===== config.mk =====
export PLATFORM = sky130hd
export DESIGN_NAME = concatenate_replicate
export DESIGN_NICKNAME = d
export VERILOG_FILES = /design/src/rtl/concatenate_replicate.sv
export SDC_FILE = /design/constraint.sdc
export NUM_CORES = 1
export LEC_CHECK = 0
export ABC_AREA = 0
export CORE_MARGIN = 3
export CORE_UTILIZATION = 50
export CTS_CLUSTER_DIAMETER = 80
export DETAILED_ROUTE_END_ITERATION = 10
export DONT_BUFFER_PORTS = 1
export PLACE_DENSITY = 0.68
export SYNTH_ARGS = -nofsm -noshare
export SYNTH_HDL_FRONTEND = slang
export SYNTH_SLANG_ARGS = --single-unit

===== constraint.sdc =====
create_clock -name clk -period 1.2 [get_ports clk]
set_input_delay 0.36 -clock clk [delete_from_list [all_inputs] [get_ports clk]]
set_output_delay 0.36 -clock clk [all_outputs]
set_load 0.03 [all_outputs]

===== src/rtl/concatenate_replicate.sv =====
// concatenate_replicate: registered concatenation plus a mode-selected second
// result (replicate / swap / sign-extend), one cycle of latency.
// Optional feature: define CR_PARITY_EN to add the registered 2-bit par output
// (par[1] = XOR of res1, par[0] = XOR of res2).
module concatenate_replicate #(
  parameter int WIDTH = 8
) (
  input  logic               clk,
  input  logic               rst,
  input  logic               in_valid,
  input  logic [WIDTH-1:0]   num1,
  input  logic [WIDTH-1:0]   num2,
  input  logic [1:0]         mode,
  output logic [2*WIDTH-1:0] res1,
  output logic [2*WIDTH-1:0] res2,
  output logic               out_valid
`ifdef CR_PARITY_EN
  ,
  output logic [1:0]         par
`endif
);

  logic [2*WIDTH-1:0] res1_next;
  logic [2*WIDTH-1:0] res2_next;

  // Form both results from the current operands; only loaded when in_valid.
  always_comb begin
    res1_next = {num1, num2};
    res2_next = '0;
    case (mode)
      2'b00:   res2_next = {2{num1}};
      2'b01:   res2_next = {2{num2}};
      2'b10:   res2_next = {num2, num1};
      default: res2_next = {{WIDTH{num1[WIDTH-1]}}, num1};
    endcase
  end

  // Result registers: reset wins, otherwise load on in_valid and hold when idle.
  always_ff @(posedge clk) begin
    if (rst) begin
      res1      <= '0;
      res2      <= '0;
      out_valid <= 1'b0;
    end else begin
      out_valid <= in_valid;
      if (in_valid) begin
        res1 <= res1_next;
        res2 <= res2_next;
      end
    end
  end

`ifdef CR_PARITY_EN
  // Parity of the values being loaded, so par stays aligned with res1/res2.
  always_ff @(posedge clk) begin
    if (rst) begin
      par <= 2'b00;
    end else if (in_valid) begin
      par <= {^res1_next, ^res2_next};
    end
  end
`endif

endmodule


# Word-level counts from Yosys, hierarchy flattened
# Cells that the tools add are included.
# word_totals
register_bits	33
input_bits	21
# classes
n_eq_ne	2
n_mux	1
n_reduce_logical	1
# ops
cell	count
one-hot mux 16 bit (3 select lines)	1
equality test 2 x 1 -> 1 bit (second input constant)	1
equality test 2 bit (second input constant)	1
logical NOT 2 bit	1

# Longest topological paths before layout
# Gate-level depths: netlist of the first run.
# depth
ltp_word	2
ltp_mapped	4
ltp_nobuf	3

# Worst setup path before layout of the first run
# OpenSTA, ideal clock, no wires.
# synth_path
path_type	input port to flip-flop
start	input port in_valid
end	register res1[0]
setup_ns	0.128
arrival_ns	1.061
required_ns	1.072
slack_ns	0.011
cell_stages	4
cell_sequence	clkbuf_1 > buf_2 > mux2i_1 > nor2_1
# synth_lines
element	line_no	source
from (decl)	10	input logic in_valid,
to (signal assigned)	47	res1 <= res1_next;
to (decl)	14	output logic [2*WIDTH-1:0] res1,

# Final worst setup path of the first run
# layout_path
start	register res2[12]
end	output port res2[12]
# layout_lines
element	line_no	source
from (decl)	15	output logic [2*WIDTH-1:0] res2,
from (signal assigned)	48	res2 <= res2_next;
# No word-level cell between the ends.

==> flow_metrics.env, run 1 <==
export IMPL_cts_clk_slew_worst_paths_ns=0.09
export IMPL_leakage_nw=0.567
export IMPL_cts_buffers=5
export IMPL_p_switching_mw=0.618
export IMPL_clockBufferDepth=2
export IMPL_pwr_share_clk=0.277
export IMPL_htreeDepth=2
export IMPL_vias_per_cell=5.90
export IMPL_tightest_slew_ns=0.236
export IMPL_die_w_um=56.9
export IMPL_power_density_mw_per_mm2=1560
export IMPL_final_nets=150
export IMPL_clk_latency_ns=0.32
export IMPL_synthDistinctLibCells=17
export IMPL_slew_headroom=0.838
export IMPL_cp_startpoint="res2[12]$_SDFFE_PP0P_"
export IMPL_diodes=0
export IMPL_port_buffers=0
export IMPL_cts_hold_buf=0
export IMPL_grt_setup_unrepaired="false"
export IMPL_die_area_mm2=0.00324
export IMPL_dr_pass1_iters=4
export IMPL_syn_num_nets=150
export IMPL_multi_input_area_um2=588
export IMPL_p_int_mw=1.57
export IMPL_first_iter_violations=40
export IMPL_synth_seq_area_share=0.510
export IMPL_synthCells=129
export IMPL_cts_sinks=33
export IMPL_antenna_found_initial=0
export IMPL_synthToLayoutAreaGrowth_pct=8.02
export IMPL_hold_start="rst"
export IMPL_yosys_warnings=0
export IMPL_syn_cell_area_mm2=0.00129
export IMPL_reg2reg_depth=2
export IMPL_fmax_mhz=885
export IMPL_hold_viol=0
export IMPL_r2r_slack_ns=0.42
export IMPL_pin_count=54
export IMPL_drcViolationCount=0
export IMPL_fillCellCount=218
export IMPL_path_class="flop to primary output"
export IMPL_swShare=0.283
export IMPL_wl_per_cell_um=17.7
export IMPL_worstPathRequired_ns=0.84
export IMPL_status="finished clean"
export IMPL_finalSetupViolations=0
export IMPL_startpoint_type="flop"
export IMPL_p_total_mw=2.18
export IMPL_drive_gt1_frac=0.341
export IMPL_combPwrFrac=0.079
export IMPL_fin_setup_tns_ns=0
export IMPL_cts_tree="built"
export IMPL_cap_violations=0
export IMPL_wl_mm=2.78
export IMPL_rr_startpoint="res2[0]$_SDFFE_PP0P_"
export IMPL_grt_max_degree=44
export IMPL_dp_cells=150
export IMPL_fp_dieH_um=56.9
export IMPL_final_cells=157
export IMPL_drv_slew=0
export IMPL_vias=927
export IMPL_postCtsSetupBuffers=0
export IMPL_period_share=0.942
export IMPL_finalCriticalPeriod_ns=1.13
export IMPL_grt_overflow_total=0
export IMPL_routabilityCongestion=0.776
export IMPL_grt_use_total=0.182
export IMPL_path_max_fanout=2
export IMPL_avgSynthCellArea_um2=10.0
export IMPL_cp_arrival_ns=0.77
export IMPL_min_path_type="input port to flop"
export IMPL_fin_skew_ns=0
export IMPL_cp_end_kind="primary output"
export IMPL_regArea_um2=702
export IMPL_initial_core_util=0.553
export IMPL_seqPwrFrac=0.643
export IMPL_ir_worst_vdd_uv=1040
export IMPL_hold_path_depth=1
export IMPL_clockRootBuffer="clkbuf_4"
export IMPL_drtAntennaViolNets=0
export IMPL_timing_rr_end="res2[0]$_SDFFE_PP0P_"
export IMPL_path_depth=0
export IMPL_yosys_register_bits=33
export IMPL_num_rows=17
export IMPL_core_mm2=0.00234
export IMPL_grt_pass1_vias=910
export IMPL_grt_pass1_wl_mm=4.46
export IMPL_timing_critical_path_to="res2[12]"
export IMPL_post_cts_resized=32
==> how the worst min path moves through the flow <==
stage                                  to
CTS                 res2[15]$_SDFFE_PP0P_
global route         res1[5]$_SDFFE_PP0P_
finish              res2[15]$_SDFFE_PP0P_
floorplan           res1[10]$_SDFFE_PP0P_
detailed placement  res2[15]$_SDFFE_PP0P_
global placement    res2[15]$_SDFFE_PP0P_
==> cells by family after synthesis <==
group / after synthesis / synth area share
simple gates: 36 / 0.112
flops: 33 / 0.510
mux: 25 / 0.193
compound gates: 24 / 0.136
buf+inv: 10 / 0.0357
xor+xnor: 1 / 0.0126
==> cell usage after synthesis <==
master,count,area (µm²)
dfxtp_1,33,661
nor2_1,32,120
mux2i_1,25,250
a211oi_1,8,60.1
a21oi_1,7,35.0
a32oi_1,7,61.3
buf_2,4,20.0
clkbuf_1,4,15.0
a211oi_2,1,12.5
a21o_1,1,7.51
and2b_2,1,8.76
buf_4,1,7.51
inv_1,1,3.75
nand3_1,1,5.00
nor2b_1,1,6.26
nor3_1,1,5.00
xor2_2,1,16.3
==> per-stage QoR <==
step | instance area (µm²) | utilization | hold slack [ns] | setup slack (ns)
finish | 1400 | 0.598 | 0.0843 | 0.0700
global route | 1400 | 0.598 | 0.0573 | 0.0339
CTS | 1400 | 0.597 | 0.0709 | 0.00474
detailed placement | 1300 | 0.557 | 0.430 | 0.00724
global placement | 1300 | 0.557 | 0.430 | 0.0329
floorplan | 1290 | - | 0.507 | 0.0113
==> final cells by class <==
class,instances,area share
sequential,33,0.502
clock buffer,7,0.0394
timing repair buffer,2,0.0107
inverter,1,0.00268
multi-input combinational,86,0.420
tap,28,0.0250
==> flip-flops by register name (all words and copies together) (netlist names) <==
register	flops
res1	16
res2	16
out_valid	1
==> routing by layer <==
metal | vias to the layer above | global-route usage | share of wire | wire [µm]
li1 | 457 | - | - | -
met1 | 424 | 0.208 | 0.41 | 1130
met2 | 44 | 0.276 | 0.46 | 1290
met3 | 2 | 0.122 | 0.13 | 352
met4 | 0 | 0.0497 | 0.0032 | 9
met5 | - | 0 | 0 | 0
==> power groups by stage <==
stage	Combinational [mW]	Clock [mW]	Sequential, mW
2_1_floorplan	0.182	0	1.40
3_3_place_gp	0.166	0	1.41
3_5_place_dp	0.173	0	1.41
4_1_cts	0.174	0.626	1.41
5_1_grt	0.196	0.676	1.42
6_report	0.173	0.606	1.40
==> placed cells by master (no fill, tap or decap) <==
master,n
xor2_2,1
nand3_1,1
buf_4,2
a211oi_1,8
nor3_1,1
clkbuf_4,5
dfxtp_2,33
mux2i_1,25
a21o_1,1
a211oi_2,1
clkbuf_1,1
a32oi_1,7
nor2_1,32
clkbuf_8,1
nor2b_1,1
inv_1,1
and2b_2,1
a21oi_1,7
(Power assumes the default switching activity.)
==> run 2, diff against run 1 <==
--- a/config.mk
+++ b/config.mk
@@ -7,11 +7,11 @@
 export LEC_CHECK = 0
 export ABC_AREA = 0
 export CORE_MARGIN = 3
-export CORE_UTILIZATION = 50
+export CORE_UTILIZATION = 43
 export CTS_CLUSTER_DIAMETER = 80
 export DETAILED_ROUTE_END_ITERATION = 10
 export DONT_BUFFER_PORTS = 1
-export PLACE_DENSITY = 0.68
+export PLACE_DENSITY = 0.6
 export SYNTH_ARGS = -nofsm -noshare
 export SYNTH_HDL_FRONTEND = slang
 export SYNTH_SLANG_ARGS = --single-unit
==> run 2 against run 1 <==
  * Utilization decreased by 10 points
  * Critical path depth is the same
  * Wire length grew 5.5%
  * Combinational power about the same
  * Via count is 1.4% lower
  * Maximum frequency rose by 0.36%
  * Total power decreased by 2.0%
  * Worst hold slack worse by 0.012 ns
  * Register-to-register slack got worse by 0.05 ns
==> flow_metrics.env, run 2 (synthesized netlist as in run 1, its figures left out) <==
export IMPL_htreeDepth=2
export IMPL_tightest_slew_ns=0.268
export IMPL_combPwrFrac=0.081
export IMPL_finalSetupViolations=0
export IMPL_ir_worst_vdd_uv=828
export IMPL_min_path_type="input port to flop"
export IMPL_status="finished clean"
export IMPL_worstPathRequired_ns=0.84
export IMPL_grt_setup_unrepaired="false"
export IMPL_vias=914
export IMPL_period_share=0.938
export IMPL_path_class="flop to primary output"
export IMPL_port_buffers=0
export IMPL_hold_path_depth=1
export IMPL_grt_max_degree=44
export IMPL_slew_headroom=0.821
export IMPL_grt_pass1_vias=928
export IMPL_initial_core_util=0.462
export IMPL_dp_cells=153
export IMPL_p_int_mw=1.52
export IMPL_core_mm2=0.00281
export IMPL_antenna_found_initial=0
export IMPL_vias_per_cell=5.68
export IMPL_path_max_fanout=2
export IMPL_cts_sinks=33
export IMPL_clockRootBuffer="clkbuf_4"
export IMPL_wl_mm=2.94
export IMPL_dp_hpwl_mm=2.16
export IMPL_fmax_mhz=888
export IMPL_fin_setup_tns_ns=0
export IMPL_cts_hold_buf=0
export IMPL_path_depth=0
export IMPL_final_nets=150
export IMPL_cts_buffers=5
export IMPL_layout_common_cells="dfxtp_2 (33), nor2_1 (32), mux2i_1 (25)"
export IMPL_fp_dieH_um=60.9
export IMPL_die_area_mm2=0.00371
export IMPL_cp_arrival_ns=0.77
export IMPL_fin_skew_ns=0
export IMPL_first_iter_violations=41
export IMPL_pin_count=54
export IMPL_routabilityCongestion=0.766
export IMPL_grt_overflow_total=0
export IMPL_clk_latency_ns=0.32
export IMPL_wl_per_cell_um=18.2
export IMPL_drv_slew=0
export IMPL_finalCriticalPeriod_ns=1.13
export IMPL_final_common_cell="dfxtp_2"
export IMPL_drtAntennaViolNets=0
export IMPL_cp_end_kind="primary output"
export IMPL_final_area_mm2=0.00140
export IMPL_reg_top3="res1 x16, res2 x16, out_valid x1"
export IMPL_die_w_um=60.9
export IMPL_cap_violations=0
export IMPL_clockBufferDepth=2
export IMPL_p_switching_mw=0.618
export IMPL_cts_tree="built"
export IMPL_final_util=0.498
export IMPL_hold_viol=0
export IMPL_drcViolationCount=0
export IMPL_final_cells=161
export IMPL_dr_pass1_iters=4
export IMPL_grt_use_total=0.176
export IMPL_synthToLayoutAreaGrowth_pct=7.83
export IMPL_post_dp_cell_area_mm2=0.00131
export IMPL_swShare=0.289
export IMPL_drive_gt1_frac=0.331
export IMPL_pwr_share_clk=0.263
export IMPL_seqPwrFrac=0.656
export IMPL_leakage_nw=0.563
export IMPL_num_rows=19
export IMPL_power_density_mw_per_mm2=1530
export IMPL_startpoint_type="flop"
export IMPL_reg2reg_depth=2
export IMPL_diodes=0
export IMPL_cts_clk_slew_worst_paths_ns=0.09
export IMPL_grt_pass1_wl_mm=4.51
==> run 2: what timing repair did <==
item / CTS / global route
setup buffers: 0 / 0
endpoints found under the setup margin: 32 / 1
gates resized for setup: 32 / 1
==> run 2: final cells by class <==
type	count	area [µm²]
well taps	31	38.8
fillers	288	1410
flip-flops and latches	33	702
inverters	1	3.75
clock buffers	8	48.8
multi-input cells	86	588
repair buffers	2	15.0
==> run 2: power groups by stage <==
| stage | registers (mW) | logic, mW | clock network [mW] |
|---|---|---|---|
| after floorplan | 1.40 | 0.182 | 0 |
| after global placement | 1.41 | 0.168 | 0 |
| after detailed placement | 1.41 | 0.174 | 0 |
| after CTS | 1.41 | 0.176 | 0.592 |
| after global routing | 1.42 | 0.200 | 0.654 |
| final | 1.40 | 0.174 | 0.562 |
==> run 2: metrics by stage <==
step	setup slack (ns)	power (mW)	hold slack, ns
5_1_grt	0.0307	2.27	0.0472
4_1_cts	0.00645	2.18	0.0642
6_report	0.0740	2.14	0.0719
3_5_place_dp	0.0128	1.59	0.429
2_1_floorplan	0.0113	1.58	0.507
3_3_place_gp	0.0314	1.58	0.428
==> run 2: path summary, 6_finish.rpt <==
path | startpoint | end | slack [ns]
worst max-delay path | res1[13]$_SDFFE_PP0P_ | res1[13] | 0.07
worst max register to register | res2[6]$_SDFFE_PP0P_ | res2[6]$_SDFFE_PP0P_ | 0.37
worst min-delay path | rst | res2[15]$_SDFFE_PP0P_ | 0.07
worst min register to register | res2[9]$_SDFFE_PP0P_ | res2[9]$_SDFFE_PP0P_ | 0.56
==> run 2: per-layer routing <==
metal  share of wire  track usage  wire, µm
met2            0.48        0.275      1400
met1            0.39        0.194      1140
met5               0            0         0
met3            0.12       0.0915       348
met4           0.016       0.0929        46
==> run 3, diff against run 2 <==
--- a/config.mk
+++ b/config.mk
@@ -5,13 +5,13 @@
 export SDC_FILE = /design/constraint.sdc
 export NUM_CORES = 1
 export LEC_CHECK = 0
-export ABC_AREA = 0
+export ABC_AREA = 1
 export CORE_MARGIN = 3
 export CORE_UTILIZATION = 43
 export CTS_CLUSTER_DIAMETER = 80
 export DETAILED_ROUTE_END_ITERATION = 10
 export DONT_BUFFER_PORTS = 1
-export PLACE_DENSITY = 0.6
+export PLACE_DENSITY = 0.66
 export SYNTH_ARGS = -nofsm -noshare
 export SYNTH_HDL_FRONTEND = slang
 export SYNTH_SLANG_ARGS = --single-unit
==> run 3 against run 2 <==
  * Combinational power up 17%
  * Synthesized cell count up 47%
  * Die area up 4.4%
  * Via count up 35%
  * First-iteration DRC count rose to 2.8 times the previous value
  * Global-route usage up 0.95 points
  * Total power up 15%
  * Register-to-register slack better by 0.06 ns
  * Final area up 9.0%
  * Worst hold slack better by 0.0052 ns
  * Clock skew unchanged
  * Wire length up 17%
  * Critical path type unchanged
  * Highest routed layer unchanged
==> flow_metrics.env, run 3 <==
export IMPL_status="finished clean"
export IMPL_die_w_um=62.2
export IMPL_dr_pass1_iters=4
export IMPL_hold_viol=0
export IMPL_dp_hpwl_mm=2.51
export IMPL_wl_mm=3.43
export IMPL_avgSynthCellArea_um2=7.15
export IMPL_synth_top_area_frac=0.487
export IMPL_grt_pass1_vias=1178
export IMPL_drtAntennaViolNets=0
export IMPL_seqPwrFrac=0.565
export IMPL_antenna_found_initial=0
export IMPL_path_class="flop to primary output"
export IMPL_clockBufferDepth=2
export IMPL_tightest_slew_ns=0.263
export IMPL_synth_top_area_cell="dfxtp_1"
export IMPL_reg_top3="res1 x16, res2 x16, out_valid x1"
export IMPL_grt_max_degree=42
export IMPL_routabilityCongestion=0.854
export IMPL_synth_edf_count=0
export IMPL_vias_per_cell=5.29
export IMPL_die_area_mm2=0.00387
export IMPL_multi_input_area_um2=587
export IMPL_leakage_nw=0.687
export IMPL_drive_gt1_frac=0.255
export IMPL_cts_clk_slew_worst_paths_ns=0.11
export IMPL_combPwrFrac=0.083
export IMPL_cp_arrival_ns=0.79
export IMPL_fin_setup_tns_ns=0
export IMPL_core_mm2=0.00288
export IMPL_slew_headroom=0.824
export IMPL_postCtsSetupBuffers=0
export IMPL_yosys_warnings=0
export IMPL_pin_count=54
export IMPL_period_share=0.958
export IMPL_drv_slew=0
export IMPL_synthArstFlopShare=0
export IMPL_clk_latency_ns=0.33
export IMPL_cts_sinks=33
export IMPL_finalCriticalPeriod_ns=1.15
export IMPL_dp_cells=226
export IMPL_synthCells=190
export IMPL_first_iter_violations=114
export IMPL_initial_core_util=0.472
export IMPL_syn_num_nets=211
export IMPL_diodes=0
export IMPL_fin_hold_ws_ns=0.0771
export IMPL_worstPathRequired_ns=0.84
export IMPL_p_switching_mw=0.688
export IMPL_num_rows=19
export IMPL_cap_violations=0
export IMPL_layout_common_cells="nand2_1 (37), nor2_1 (37), dfxtp_2 (33)"
export IMPL_cts_tree="built"
export IMPL_grt_setup_unrepaired="false"
export IMPL_swShare=0.280
export IMPL_htreeDepth=2
export IMPL_final_cells=234
export IMPL_power_density_mw_per_mm2=1620
export IMPL_finalSetupViolations=0
export IMPL_pwr_share_clk=0.352
export IMPL_startpoint_type="flop"
export IMPL_vias=1237
export IMPL_yosys_register_bits=33
export IMPL_grt_pass1_wl_mm=5.68
export IMPL_clockRootBuffer="clkbuf_4"
export IMPL_synth_seq_area_share=0.487
export IMPL_regArea_um2=702
export IMPL_ir_worst_vdd_uv=789
export IMPL_min_path_type="input port to flop"
export IMPL_fmax_mhz=870
export IMPL_synthDistinctLibCells=16
export IMPL_synthFlopType="dfxtp_1"
export IMPL_wl_per_cell_um=14.7
export IMPL_fillCellCount=285
export IMPL_synthToLayoutAreaGrowth_pct=12.1
export IMPL_fin_skew_ns=0
export IMPL_path_max_fanout=2
export IMPL_synthTopCellsByArea="dfxtp_1 (49%), nand2_1 (10%), nor2_1 (10%), o21ai_0 (8.1%), a21oi_1 (7.0%)"
export IMPL_cts_buffers=5
export IMPL_p_int_mw=1.77
export IMPL_grt_overflow_total=0
export IMPL_final_nets=212
export IMPL_grt_use_total=0.186
export IMPL_drcViolationCount=0
export IMPL_syn_cell_area_mm2=0.00136
export IMPL_cp_end_kind="primary output"
export IMPL_ys_top_cells_by_count="nand2_1 (37), nor2_1 (37), dfxtp_1 (33)"
export IMPL_fp_dieH_um=62.2
export IMPL_port_buffers=0
## run 3: final cells by class
cell class,instances,share of cell area
clock buffers,7,0.0362
clock inverters,1,0.0197
inverters,16,0.0395
multi-input cells,132,0.386
flip-flops and latches,33,0.461
well taps,42,0.0345
repair buffers,3,0.0230
## run 3: cell families after synthesis
group	synth area share
flops	0.487
compound gates	0.180
buf+inv	0.0811
simple gates	0.253
## run 3: final timing paths
kind | startpoint | to | slack (ns) | cells after the start
worst max register to register | res2[4]$_SDFFE_PP0P_ | res2[4]$_SDFFE_PP0P_ | 0.43 | 2
worst min register to register | res1[1]$_SDFFE_PP0P_ | res1[1]$_SDFFE_PP0P_ | 0.55 | 2
worst max-delay path | res1[15]$_SDFFE_PP0P_ | res1[15] | 0.05 | 0
worst min-delay path | rst | res1[15]$_SDFFE_PP0P_ | 0.08 | 1
## run 3: power by group through the flow
stage          sequential, mW  combinational, mW  clock, mW
2_1_floorplan            1.38              0.183          0
3_3_place_gp             1.40              0.195          0
3_5_place_dp             1.40              0.203          0
4_1_cts                  1.39              0.205      0.883
5_1_grt                  1.40              0.241      0.936
6_report                 1.39              0.204      0.864
## run 3: through the flow
stage / util / setup slack [ns] / area [µm²] / power (mW)
floorplan: - / 0.240 / 1360 / 1.56
global placement: 0.485 / 0.231 / 1400 / 1.59
detailed placement: 0.485 / 0.186 / 1400 / 1.60
CTS: 0.529 / 0.0410 / 1520 / 2.48
global route: 0.529 / 0.0183 / 1520 / 2.57
finish: 0.529 / 0.0500 / 1520 / 2.46
## run 3: routing by layer
layer / track usage / wire (µm)
met5: 0 / 0
met4: 0.0773 / 72
met3: 0.121 / 398
met2: 0.290 / 1590
met1: 0.197 / 1370
## run 3: worst reg2reg max path, stage by stage, from the launching register on
cell	delay, ns
dfxtp_2	0.45
o21ai_0	0.10
a31oi_1	0.15
## run 3: timing repair
item | in CTS | in global routing
gates resized for setup | 33 | 0
hold endpoints to repair | 0 | 0
setup endpoints to repair | 33 | 0
hold buffers | 0 | 0
